### config.mk
export PLATFORM = sky130hd
export DESIGN_NAME = nco_sweep_ctrl
export DESIGN_NICKNAME = d
export VERILOG_FILES = /design/src/rtl/nco_sweep_ctrl.sv
export SDC_FILE = /design/constraint.sdc
export NUM_CORES = 1
export LEC_CHECK = 0
export CAP_MARGIN = 20
export CORE_MARGIN = 1
export CORE_UTILIZATION = 63
export DETAILED_ROUTE_END_ITERATION = 6
export GPL_TIMING_DRIVEN = 0
export PLACE_DENSITY_LB_ADDON = 0.12
export SLEW_MARGIN = 30
export SYNTH_ARGS = -nofsm -noshare
export SYNTH_HDL_FRONTEND = slang
export SYNTH_SLANG_ARGS = --single-unit
### constraint.sdc
create_clock -name in_clk -period 8.13 [get_ports in_clk]
set_input_delay 1.626 -clock in_clk [delete_from_list [all_inputs] [get_ports in_clk]]
set_output_delay 1.626 -clock in_clk [all_outputs]
set_load 0.005 [all_outputs]
### src/rtl/nco_sweep_ctrl.sv
// Frequency-sweep sequencer driving the NCO phase-increment register.
// Optional button nudge of inc_out in IDLE: define NCO_SWEEP_NUDGE_EN.
module nco_sweep_ctrl #(
  parameter int WIDTH   = 32,
  parameter int DWELL_W = 16
) (
  input  logic               in_clk,
  input  logic               rst_n,
  input  logic               start,
  input  logic               abort,
  input  logic [WIDTH-1:0]   cfg_start,
  input  logic [WIDTH-1:0]   cfg_stop,
  input  logic [WIDTH-1:0]   cfg_step,
  input  logic [DWELL_W-1:0] cfg_dwell,
  input  logic               cfg_mode,
`ifdef NCO_SWEEP_NUDGE_EN
  input  logic               btn_up,
  input  logic               btn_dn,
`endif
  output logic [WIDTH-1:0]   inc_out,
  output logic               inc_valid,
  output logic               busy,
  output logic               done,
  output logic               dir_down,
  output logic [1:0]         dbg_state
);

  typedef enum logic [1:0] {
    S_IDLE = 2'd0,
    S_RUN  = 2'd1,
    S_DONE = 2'd2
  } state_t;

  localparam logic [WIDTH-1:0]   ONE_W = {{(WIDTH-1){1'b0}}, 1'b1};
  localparam logic [DWELL_W-1:0] ONE_D = {{(DWELL_W-1){1'b0}}, 1'b1};

  state_t             state_q, state_d;
  logic [WIDTH-1:0]   inc_q, inc_d;
  logic [WIDTH-1:0]   start_q, start_d, stop_q, stop_d, step_q, step_d;
  logic [DWELL_W-1:0] dwell_q, dwell_d, cnt_q, cnt_d;
  logic               mode_q, mode_d;
  logic               valid_q, valid_d;
  logic               dir_q, dir_d;
  logic               tgt_stop_q, tgt_stop_d;
  logic               at_end_q, at_end_d;
  logic               deg_q, deg_d;

  logic [WIDTH:0]     sum_up, sum_dn;
  logic [WIDTH-1:0]   tgt, nxt;
  logic               reached;

  // One extra bit exposes carry (up) or borrow (down) so no leg can wrap.
  always_comb begin
    tgt     = tgt_stop_q ? stop_q : start_q;
    sum_up  = {1'b0, inc_q} + {1'b0, step_q};
    sum_dn  = {1'b0, inc_q} - {1'b0, step_q};
    nxt     = dir_q ? sum_dn[WIDTH-1:0] : sum_up[WIDTH-1:0];
    reached = dir_q ? (sum_dn[WIDTH] || (sum_dn[WIDTH-1:0] <= tgt))
                    : (sum_up[WIDTH] || (sum_up[WIDTH-1:0] >= tgt));
  end

`ifdef NCO_SWEEP_NUDGE_EN
  logic btn_up_q, btn_dn_q;

  always_ff @(posedge in_clk or negedge rst_n) begin
    if (!rst_n) begin
      btn_up_q <= 1'b1;
      btn_dn_q <= 1'b1;
    end else begin
      btn_up_q <= btn_up;
      btn_dn_q <= btn_dn;
    end
  end
`endif

  always_comb begin
    state_d    = state_q;
    inc_d      = inc_q;
    valid_d    = 1'b0;
    dir_d      = dir_q;
    cnt_d      = cnt_q;
    start_d    = start_q;
    stop_d     = stop_q;
    step_d     = step_q;
    dwell_d    = dwell_q;
    mode_d     = mode_q;
    tgt_stop_d = tgt_stop_q;
    at_end_d   = at_end_q;
    deg_d      = deg_q;
    if (abort) begin
      state_d = S_IDLE;
    end else begin
      case (state_q)
        S_IDLE: begin
          if (start) begin
            start_d    = cfg_start;
            stop_d     = cfg_stop;
            step_d     = cfg_step;
            dwell_d    = cfg_dwell;
            mode_d     = cfg_mode;
            inc_d      = cfg_start;
            valid_d    = 1'b1;
            dir_d      = (cfg_stop < cfg_start);
            cnt_d      = cfg_dwell;
            tgt_stop_d = 1'b1;
            at_end_d   = 1'b0;
            // Zero step or empty range: hold start, never step.
            deg_d      = (cfg_start == cfg_stop) || (cfg_step == '0);
            state_d    = S_RUN;
          end
`ifdef NCO_SWEEP_NUDGE_EN
          else if (!btn_up && !btn_dn && (btn_up_q || btn_dn_q)) begin
            inc_d   = '0;
            valid_d = 1'b1;
          end else if (btn_up && !btn_up_q) begin
            inc_d   = (&inc_q) ? inc_q : inc_q + ONE_W;
            valid_d = 1'b1;
          end else if (btn_dn && !btn_dn_q) begin
            inc_d   = (inc_q == '0) ? inc_q : inc_q - ONE_W;
            valid_d = 1'b1;
          end
`endif
        end
        S_RUN: begin
          if (cnt_q != '0) begin
            cnt_d = cnt_q - ONE_D;
          end else if (deg_q || at_end_q) begin
            if (!mode_q) state_d = S_DONE;
            else         cnt_d   = dwell_q;
          end else begin
            valid_d = 1'b1;
            cnt_d   = dwell_q;
            if (reached) begin
              inc_d = tgt;
              // Triangle turns around on the endpoint write so it is held once.
              if (mode_q) begin
                dir_d      = ~dir_q;
                tgt_stop_d = ~tgt_stop_q;
              end else begin
                at_end_d = 1'b1;
              end
            end else begin
              inc_d = nxt;
            end
          end
        end
        S_DONE:  state_d = S_IDLE;
        default: state_d = S_IDLE;
      endcase
    end
  end

  always_ff @(posedge in_clk or negedge rst_n) begin
    if (!rst_n) begin
      state_q    <= S_IDLE;
      inc_q      <= '0;
      valid_q    <= 1'b0;
      dir_q      <= 1'b0;
      cnt_q      <= '0;
      start_q    <= '0;
      stop_q     <= '0;
      step_q     <= '0;
      dwell_q    <= '0;
      mode_q     <= 1'b0;
      tgt_stop_q <= 1'b0;
      at_end_q   <= 1'b0;
      deg_q      <= 1'b0;
    end else begin
      state_q    <= state_d;
      inc_q      <= inc_d;
      valid_q    <= valid_d;
      dir_q      <= dir_d;
      cnt_q      <= cnt_d;
      start_q    <= start_d;
      stop_q     <= stop_d;
      step_q     <= step_d;
      dwell_q    <= dwell_d;
      mode_q     <= mode_d;
      tgt_stop_q <= tgt_stop_d;
      at_end_q   <= at_end_d;
      deg_q      <= deg_d;
    end
  end

  assign inc_out   = inc_q;
  assign inc_valid = valid_q;
  assign busy      = (state_q == S_RUN);
  assign done      = (state_q == S_DONE);
  assign dir_down  = dir_q;
  assign dbg_state = state_q;

endmodule

==> results by group, run 1 <==
Routing
  • Vias per cell: about 6.5
  • Via count: between 10,000 and 15,000
  • DRT Wirelength: a little under 50,000 µm
  • Drt pass-1 iters: 7
  • Remaining DRCs: 20
  • Final antenna-violating net count: 0
  • Avg WL per Cell: around 22 µm
  • DRT iter0 DRCs: around 1,600

Synth
  • Async SR Flop Fraction: 100.0%
  • Syn avg cell area: around 8.1 µm²
  • Mapped cell area: about 0.014 mm²
  • Area contributors post-synth: dfrtp_1 30%, ha_1 14%, nand2_1 8.6%
  • Ys Warns: 0
  • Primary FF master, synth: dfrtp_1
  • Synth unique cells: between 80 and 90
  • Syn nets: between 2,000 and 2,500
  • Most instantiated cells after synthesis: 323 x nand2_1, 168 x dfrtp_1, 161 x ha_1
  • Most frequent cell after synthesis: nand2_1
  • Cells after synthesis: around 1,700
  • Top cell type's share of synthesized area: between 20% and 30%
  • Register area share after synthesis: between 20 and 30%
  • Post-synth EDFFs: 0
  • Synth Register Bits: 168
  • Yosys top cell by area: dfrtp_1

Clock tree
  • Clk buf depth: 2
  • CTS tree: done
  • Post-CTS Repair Setup Buffers: 0
  • # hold bufs at CTS: 0
  • Clock root buffer master: clkbuf_16
  • Clock latency on the worst-skew pair: 0.45 ns
  • PostCTS Resize Cnt: 0
  • CTS sink cnt: 168
  • H-tree levels: 4
  • Clock transition at path regs: roughly 0.08 ns
  • CTS buffer count: 17

Global route
  • Vias in the first global route: about 14,000
  • Initial antenna violation count: 1
  • Global route overflow: 0
  • First-pass GRT wire length: ~77,000 µm
  • GRT Total Usage: a little over two fifths
  • Largest net degree at the start of global routing: 90

Placement
  • GPL Wtd Cong: 0.9982
  • Number of port buffers: 154
  • Hpwl dp: 38,130 µm
  • Post-placement cell area: 0.01609 mm²
  • Dpl cells: around 2,200

Cells and area
  • Syn-to-layout area delta: 17.70%
  • # diodes: 0
  • Fill cell count: about 1,600
  • Design area: 0.01667 mm²
  • Nets: around 2,200
  • Share of post-route cells with drive strength above 1: approximately 5.9%
  • Area of the multi-input gates: about 0.009 mm²
  • Register Area: approximately 0.0042 mm²
  • Non-Filler Instances: 2,209

Setup path
  • Reg2Reg Depth: 20
  • RR Endpoint: inc_out[29]$_DFFE_PN0P_
  • Crit-path max FO: 10
  • Worst Path Arrival: between 6 and 7 ns
  • Slowest library cell on the worst path: nor4_1
  • Reg-to-reg slack, setup: about 1.7 ns
  • Critical-path cell list: ha_1 -> clkbuf_1 -> nor4_1 -> nand4_1 -> a21oi_1 -> a311oi_1 -> a221oi_1 -> o21ai_0 -> xor2_1 -> ha_1 -> nand4_1 -> nor4_1 -> a221o_1 -> a2111oi_0 -> o2111a_1 -> a21o_1 -> buf_4 -> buf_4 -> nand2_1 -> o221ai_1
  • Startpoint types: flop
  • Reg2Reg Launch Point: inc_out[20]$_DFFE_PN0P_
  • Worst path max stage delay: slightly below 0.8 ns
  • CP endpoint kind: flop
  • Critical path class: flop to flop
  • WP data required: ~8.5 ns

STA
  • Final Hold Viols: 0
  • Max Slew Vio Count: 0
  • Min cycle time layout: around 6.4 ns
  • Setup violations, final: 0
  • RSZ-0062 raised after global routing: no
  • Worst slew margin: 28.03%
  • Final critical-path share of the clock period: between 70% and 80%
  • Worst Max-Slew Pin Slew: ~1.1 ns
  • Achievable Freq: approximately 160 MHz
  • Clock skew: between 0.01 and 0.015 ns
  • WHS: roughly 0.48 ns

Floorplanning
  • Die Y: around 150 µm
  • Core area: about 0.022 mm²
  • Starting density of the core: 64.50%
  • Floorplan row count: 54
  • Die W: about 150 µm
  • I/O pin count: 155
  • Die area: 0.02309 mm²

Status
  • Failing checks: design-rule violations
  • Status: complete, but fails checks

Min path
  • Worst hold path stage count: 2
  • Worst hold path type: flop to flop
  • Hold Path End: dwell_q[7]$_DFFE_PN0P_
  • Hold_sp: dwell_q[7]$_DFFE_PN0P_

Run
  • Max_cap viols: 0

Pwr
  • PD cells: ~350 mW/mm²
  • Worst vdd ir: around 190 µV
  • Leak: just under 0.008 µW
  • Pwr Total: 5830 µW
## worst max-delay path by stage
stage                            start                      end  slack (ns)  cells past startpoint
2_1_floorplan   inc_out[0]$_DFFE_PN0P_   inc_out[7]$_DFFE_PN0P_        3.09                     22
4_1_cts         inc_out[0]$_DFFE_PN0P_  inc_out[29]$_DFFE_PN0P_        1.89                     22
3_5_place_dp    inc_out[0]$_DFFE_PN0P_  inc_out[29]$_DFFE_PN0P_        1.93                     22
6_report       inc_out[20]$_DFFE_PN0P_  inc_out[29]$_DFFE_PN0P_        1.71                     20
5_1_grt         inc_out[0]$_DFFE_PN0P_  inc_out[26]$_DFFE_PN0P_        1.51                     22
3_3_place_gp                     rst_n   dwell_q[3]$_DFFE_PN0P_       -1.42                      1
## cell type report
cell class,instances,area share (%)
Multi-Input combinational cell,1382,54.90
Clock inverter,14,0.9457
Buffer,87,2.447
Timing Repair Buffer,155,9.442
Tap cell,280,2.101
Inverter,106,2.394
Sequential cell,168,25.22
Clock buffer,17,2.552
## sequential cells by signal, summed over array words and instances (netlist names)
signal,count
cnt_q,16
deg_q,1
dir_down,1
start_q,32
mode_q,1
inc_out,32
tgt_stop_q,1
stop_q,32
dbg_state,2
dwell_q,16
at_end_q,1
step_q,32
inc_valid,1
## placed cells by master, fill, tap and decap left out, types with 15 or more instances in the layout
| master | netlist | final |
|---|---|---|
| nor3_1 | 21 | 21 |
| mux2i_1 | 59 | 59 |
| xor2_1 | 16 | 16 |
| clkbuf_16 | 0 | 17 |
| a21oi_1 | 111 | 111 |
| clkbuf_1 | 49 | 49 |
| buf_2 | 28 | 28 |
| nor4_1 | 23 | 23 |
| a22oi_1 | 15 | 15 |
| inv_1 | 103 | 103 |
| nand2_1 | 323 | 323 |
| a21o_1 | 25 | 25 |
| nand4_1 | 24 | 24 |
| o211ai_1 | 17 | 17 |
| o21ai_0 | 121 | 121 |
| a211oi_1 | 26 | 26 |
| nand3_1 | 25 | 25 |
| clkdlybuf4s50_1 | 0 | 153 |
| ha_1 | 161 | 161 |
| nor2_1 | 109 | 109 |
| o21ai_1 | 44 | 44 |
| nor2b_1 | 17 | 17 |
| xnor2_1 | 65 | 65 |
| dfrtp_1 | 168 | 168 |
## kinds of logic (layout without fill, tap and decap cells)
family          Yosys count  count (layout)  synth area share [%]
xor+xnor                 81              81                 5.009
simple gates            597             597                 18.97
compound gates          471             471                 21.10
mux                      70              70                 5.044
flops                   168             168                 29.68
buf+inv                 193             379                 5.698
fa+ha+maj               163             163                 14.51
## power breakdown
part           internal [µW]  switching (µW)  total, µW
Combinational           1540            2220       3760
Clock                    412             425        837
Sequential              1020             219       1230
## critical path: cells and delay by family (launching register included)
kind                     cells  cell delay [ns]
AO/OA/AOI/OAI                9             2.73
AND/OR/NAND/NOR              5             1.57
adder cells (fa/ha/maj)      2             0.68
buffers and inverters        3             0.66
flip-flops                   1             0.48
XOR/XNOR                     1             0.19
## through the flow
| step | utilization (%) | TNS [ns] | setup slack, ns |
|---|---|---|---|
| final | 75.92 | 0 | 1.715 |
| after global routing | 75.92 | 0 | 1.515 |
| after CTS | 75.92 | 0 | 1.885 |
| after detailed placement | 73.27 | 0 | 1.930 |
| after global placement | 73.12 | -234.12 | -1.420 |
| after floorplan | - | 0 | 3.087 |
## per-layer routing
metal	track usage (%)	vias up	wire (µm)
met1	55.82	6734	19680
li1	-	6505	-
met4	21.87	2	2582
met5	0	-	13
met3	9.327	179	5351
met2	66.69	919	21330
No activity file was read; power rests on OpenSTA's default activity.
==> run 2: changes to the inputs <==
CORE_UTILIZATION = 53   (was 63)
clock period = 5.89 ns   (was 8.13 ns; I/O delays follow)
==> run 2 against run 1 <==
Against the previous run:
- largest power group unchanged
- routed wire length is 0.73% higher
- sequential power up 38%
- hold slack worse by 0.0014 ns
- first-iteration DRC count down 29%
- critical path depth did not move
- the flow still finishes with violations (design-rule violations)
- clock power is 49% higher
- via count shrank 3.5%
- sequential share of layout area decreased by 0.49 points
- combinational power is 41% higher
- setup slack worse by 1.5 ns
==> results by group, run 2 (synthesis gave the netlist of run 1 again) <==
Clock tree
  • Clk buf depth: 2
  • CTS tree: done
  • Clock root buffer master: clkbuf_16
  • # hold bufs at CTS: 0
  • Clock latency on the worst-skew pair: approximately 0.45 ns
  • H-tree levels: 4
  • Clock transition at path regs: 0.08 ns
  • CTS buffer count: 17
  • CTS sink cnt: around 170

STA
  • Final critical-path share of the clock period: between 90% and 100%
  • Worst slew margin: between 20 and 30%
  • Min cycle time layout: around 5.6 ns
  • Final Hold Viols: 0
  • Achievable Freq: around 180 MHz
  • Max Slew Vio Count: 0
  • RSZ-0062 raised after global routing: no
  • Setup violations, final: 0
  • Clock skew: roughly 0.02 ns
  • Worst Max-Slew Pin Slew: approximately 1.1 ns
  • Setup ws final: 0.2450 ns

Pwr
  • PD cells: 486.5 mW/mm²
  • Worst vdd ir: roughly 240 µV
  • Leak: a little under 0.008 µW
  • Pwr Total: slightly above 8000 µW

Cells and area
  • Most frequent cells in the layout: 323 x nand2_1, 168 x dfrtp_1, 161 x ha_1
  • Design area: approximately 0.017 mm²
  • Share of post-route cells with drive strength above 1: between 7 and 8%
  • Non-Filler Instances: roughly 2,300
  • Syn-to-layout area delta: 20.04%
  • Nets: roughly 2,200
  • # diodes: 0
  • Most common cell after layout, fill and taps aside: nand2_1

Min path
  • Worst hold path stage count: 2
  • Worst hold path type: flop to flop
  • Hold_sp: dwell_q[14]$_DFFE_PN0P_

Setup path
  • Worst Path Arrival: roughly 6.0 ns
  • Worst path max stage delay: 0.51 ns
  • Crit-path max FO: 10
  • Critical-path cell list: ha_1 -> clkbuf_1 -> nor4_2 -> nand4_1 -> a21oi_1 -> a311oi_2 -> a221oi_2 -> o21ai_0 -> xor2_1 -> ha_1 -> nand4_1 -> nor4_1 -> a221o_1 -> a2111oi_0 -> o2111a_2 -> a21o_1 -> buf_4 -> buf_4 -> nand2_1 -> o221ai_1
  • WP data required: 6.24 ns
  • Crit path launch: inc_out[21]$_DFFE_PN0P_
  • Reg2Reg Depth: 20
  • CP endpoint kind: flop
  • Startpoint types: flop
  • Critical path class: flop to flop
  • Reg2Reg Launch Point: inc_out[21]$_DFFE_PN0P_
  • Slowest library cell on the worst path: nor4_2

Global route
  • Vias in the first global route: 13,467
  • Global route overflow: 0
  • First-pass GRT wire length: between 70,000 and 80,000 µm
  • GRT Total Usage: 36.72%
  • Largest net degree at the start of global routing: 75
  • Initial antenna violation count: 0

Floorplanning
  • Die area: 0.02738 mm²
  • I/O pin count: ~160
  • Die W: between 150 and 200 µm
  • Die Y: 165.5 µm
  • Starting density of the core: 54.20%
  • Floorplan row count: 59
  • Core area: 0.02613 mm²

Placement
  • Post-placement cell area: roughly 0.016 mm²
  • Pre-CTS setup slack: -0.3718 ns
  • Hpwl dp: slightly below 40,000 µm
  • Number of port buffers: 154
  • Dpl cells: 2,234
  • GPL Wtd Cong: around 0.94

Routing
  • DRT Wirelength: between 40,000 and 50,000 µm
  • DRT iter0 DRCs: 1,121
  • Vias per cell: 6.095
  • Final antenna-violating net count: 0
  • Drt pass-1 iters: 7
  • Via count: between 10,000 and 15,000
  • Remaining DRCs: 14
  • Avg WL per Cell: between 20 and 25 µm

Status
  • Status: complete, but fails checks
  • Failing checks: design-rule violations

Run
  • Max_cap viols: 0
run 2: cell types whose count changed in the layout (fill, tap and decap cells not counted), moves of 3 or more:
cell       before  now
nor4_1         23   19
clkinv_8        3    7
buf_4           6   11
a2111oi_0       8    5
inv_8           6    3
nor4_2          2    5
clkbuf_1       49   46
run 2: path summary, 6_finish.rpt:
kind / slack (ns) / endpoint
min in group asynchronous: 0.56 / step_q[7]$_DFFE_PN0P_
worst max register to register: 0.25 / inc_out[26]$_DFFE_PN0P_
worst max-delay path: 0.25 / inc_out[26]$_DFFE_PN0P_
worst min register to register: 0.48 / dwell_q[14]$_DFFE_PN0P_
worst min-delay path: 0.48 / dwell_q[14]$_DFFE_PN0P_
max in group asynchronous: 4.32 / cnt_q[7]$_DFFE_PN0P_
run 2: worst max-delay path: cells and delay by family, from the launching register on:
kind,cells,cell delay [ns]
compound gates,9,2.37
flops,1,0.50
xor+xnor,1,0.17
simple gates,5,1.17
buf+inv,3,0.65
fa+ha+maj,2,0.69
run 2: layout make-up:
class | instances | area, µm²
fillers | 2323 | 9131
well taps | 335 | 419.2
multi-input cells | 1382 | 9293
repair buffers | 160 | 1632
plain buffers | 86 | 409.1
inverters | 106 | 399.1
clock buffers | 17 | 425.4
clock inverters | 15 | 220.2
flip-flops and latches | 168 | 4204
run 2: timing repair:
item | CTS | global route
gates resized for setup | 11 | 22
buffers inserted | 2 | 2
setup endpoints to repair | 34 | 32
gates cloned | 0 | 0
pin swaps | 2 | 6
run 2: through the flow:
| step | util, % | TNS [ns] | hold slack (ns) |
|---|---|---|---|
| floorplan | - | 0 | 0.4401 |
| global placement | 61.70 | -582.21 | 0.4553 |
| detailed placement | 61.93 | -7.008 | 0.4632 |
| CTS | 64.62 | 0 | 0.4834 |
| global route | 65.06 | 0 | 0.4999 |
| finish | 65.06 | 0 | 0.4814 |
run 2: where the power goes:
part / internal, µW / switching [µW]
combinational: 2180 / 3130
clock: 627 / 624
sequential: 1400 / 303
run 2: per-layer routing:
layer / wire length (µm) / up-vias / track usage, % / share of wire [%]
met5: 0 / - / 0 / 0
li1: - / 6501 / - / -
met2: 22230 / 550 / 58.24 / 45
met4: 1440 / 0 / 11.40 / 2.9
met1: 22250 / 6690 / 50.91 / 45
met3: 3381 / 89 / 6.044 / 6.9
==> run 3: changes to the inputs <==
CAP_MARGIN = default   (was 20)
CORE_UTILIZATION = 54   (was 53)
CTS_BUF_LIST = sky130_fd_sc_hd__clkbuf_4 sky130_fd_sc_hd__clkbuf_8   (was default)
==> run 3 against run 2 <==
Against the previous run:
- the flow now finishes without violations
- routed wire length up 0.31%
- first-iteration DRC count up 19%
- die area down 1.8%
- largest power group unchanged
==> results by group, run 3 (synthesis gave the netlist of run 1 again) <==
Setup path
  • WP data required: 6.29 ns
  • Reg-to-reg slack, setup: around 0.16 ns
  • Worst Path Arrival: between 6 and 7 ns
  • CP endpoint kind: flop
  • Reg2Reg Depth: 21
  • Crit path depth: 21
  • Slowest library cell on the worst path: dfrtp_1
  • Reg2Reg Launch Point: inc_out[8]$_DFFE_PN0P_
  • Critical-path cell list: ha_1 -> buf_2 -> a21oi_1 -> o21a_1 -> or3_1 -> a311oi_4 -> o21ai_0 -> o2bb2ai_1 -> xnor2_1 -> ha_1 -> a21o_1 -> a221o_1 -> a221oi_1 -> o21ai_0 -> a21oi_1 -> a211oi_4 -> a21o_1 -> buf_4 -> buf_12 -> mux2i_1 -> a221o_1
  • Critical path class: flop to flop
  • CP bufs+invs: 3
  • RR Endpoint: inc_out[7]$_DFFE_PN0P_
  • Startpoint types: flop
  • Family with the most delay on the worst path: compound AO/OA/AOI/OAI gates
  • Worst path max stage delay: around 0.5 ns
  • Crit-path max FO: 10

Clock tree
  • # hold bufs at CTS: 0
  • Clk buf depth: 2
  • H-tree levels: 4
  • Clock root buffer master: clkbuf_8
  • CTS tree: done
  • Clock latency on the worst-skew pair: 0.50 ns
  • CTS buffer count: 17
  • CTS sink cnt: around 170
  • Clock transition at path regs: between 0.1 and 0.15 ns

Run
  • Max_cap viols: 0

STA
  • Final Hold Viols: 0
  • Worst Max-Slew Pin Slew: 0.9476 ns
  • Min cycle time layout: 5.725 ns
  • Final critical-path share of the clock period: about 97%
  • Clock skew: 0.02881 ns
  • WHS: just under 0.5 ns
  • Worst slew margin: about 37%
  • Achievable Freq: ~170 MHz
  • Setup violations, final: 0
  • Max Slew Vio Count: 0
  • Setup TNS: 0 ns

Cells and area
  • Share of post-route cells with drive strength above 1: 7.438%
  • Nets: ~2,200
  • Syn-to-layout area delta: 18.88%
  • Fill cell count: about 2,200
  • Most common cell after layout, fill and taps aside: nand2_1
  • # diodes: 0
  • Most frequent cells in the layout: 322 x nand2_1, 168 x dfrtp_1, 161 x ha_1
  • Fin util: 66.10%

Floorplanning
  • Die area: between 0.02 and 0.03 mm²
  • Floorplan row count: between 50 and 60
  • Core area: between 0.02 and 0.03 mm²
  • Die Y: approximately 160 µm
  • Starting density of the core: between 50% and 60%
  • Die W: ~160 µm
  • I/O pin count: ~160

Global route
  • First-pass GRT wire length: around 76,000 µm
  • Global route overflow: 0
  • GRT Total Usage: 37.30%
  • Vias in the first global route: about 13,000
  • Largest net degree at the start of global routing: 80
  • Initial antenna violation count: 0

Pwr
  • PD cells: around 480 mW/mm²
  • Leak: slightly below 0.008 µW
  • Worst vdd ir: between 200 and 300 µV

Placement
  • Number of port buffers: around 150
  • Hpwl dp: between 30,000 and 40,000 µm
  • GPL Wtd Cong: between 0.9 and 1

Routing
  • Final antenna-violating net count: 0
  • Drt pass-1 iters: 5
  • Via count: between 10,000 and 15,000
  • Vias per cell: 6.141
  • DRT Wirelength: 49,460 µm
  • DRT iter0 DRCs: about 1,300
  • Remaining DRCs: 0
  • Avg WL per Cell: about 22 µm

Status
  • Status: complete, no violations

Min path
  • Worst hold path type: primary input to asynchronous set/reset pin
[run 3: cell types whose count changed in the layout (fill, tap and decap cells not counted), moves of 2 or more]
cell        before  now
inv_8            3    5
clkbuf_8         0   17
a2111oi_0        5    3
clkinv_8         7    4
clkinvlp_4       0    2
clkbuf_16       17    0
a2111oi_2        1    3
[run 3: final cells by class]
cell class              instances  area [µm²]  share of cell area [%]
plain buffers                  86       412.9                   2.452
clock buffers                  17       234.0                   1.390
clock inverters                15       200.2                   1.189
inverters                     106       399.1                   2.371
multi-input cells            1382        9328                   55.40
flip-flops and latches        168        4204                   24.97
well taps                     330       412.9                   2.452
repair buffers                162        1647                   9.779
[run 3: per-layer routing]
layer / track usage [%] / wire length (µm) / part of all wire [%] / up-vias
li1: - / - / - / 6515
met1: 51.78 / 21850 / 44 / 6684
met2: 59.73 / 22500 / 45 / 640
met3: 5.657 / 3779 / 7.6 / 77
met4: 11.24 / 1339 / 2.7 / 0
met5: 0 / 0 / 0 / -
[run 3: repair_timing]
item,CTS,global route
buffers inserted,1,5
resized for setup,10,32
pin swaps,1,5
endpoints found under the setup margin,35,34
[run 3: how the worst max path moves through the flow]
stage	from	endpoint	slack, ns
after floorplan	inc_out[0]$_DFFE_PN0P_	inc_out[7]$_DFFE_PN0P_	0.85
after CTS	inc_out[0]$_DFFE_PN0P_	inc_out[26]$_DFFE_PN0P_	0.02
final	inc_out[8]$_DFFE_PN0P_	inc_out[7]$_DFFE_PN0P_	0.16
after global routing	inc_out[4]$_DFFE_PN0P_	inc_out[26]$_DFFE_PN0P_	-0.04
after detailed placement	inc_out[0]$_DFFE_PN0P_	inc_out[24]$_DFFE_PN0P_	-0.49
after global placement	rst_n	dwell_q[2]$_DFFE_PN0P_	-3.41
[run 3: metrics by stage]
stage               cells  area, µm²  total power (µW)  setup slack (ns)
detailed placement   2229      16180              6690           -0.4884
finish               2266      16840              8019            0.1645
global route         2266      16840              8586          -0.03536
CTS                  2262      16670              7722           0.01850
floorplan            1743      14160              5158            0.8467
global placement     2227      16120              6588            -3.407
[run 3: where the power goes]
| part | switching (µW) | leakage (µW) | total [µW] | internal, µW |
|---|---|---|---|---|
| combinational | 3150 | 0.00558 | 5350 | 2200 |
| clock | 592 | 0.000210 | 962 | 370 |
| sequential | 306 | 0.00206 | 1710 | 1400 |
| total | 4050 | 0.00784 | 8020 | 3970 |
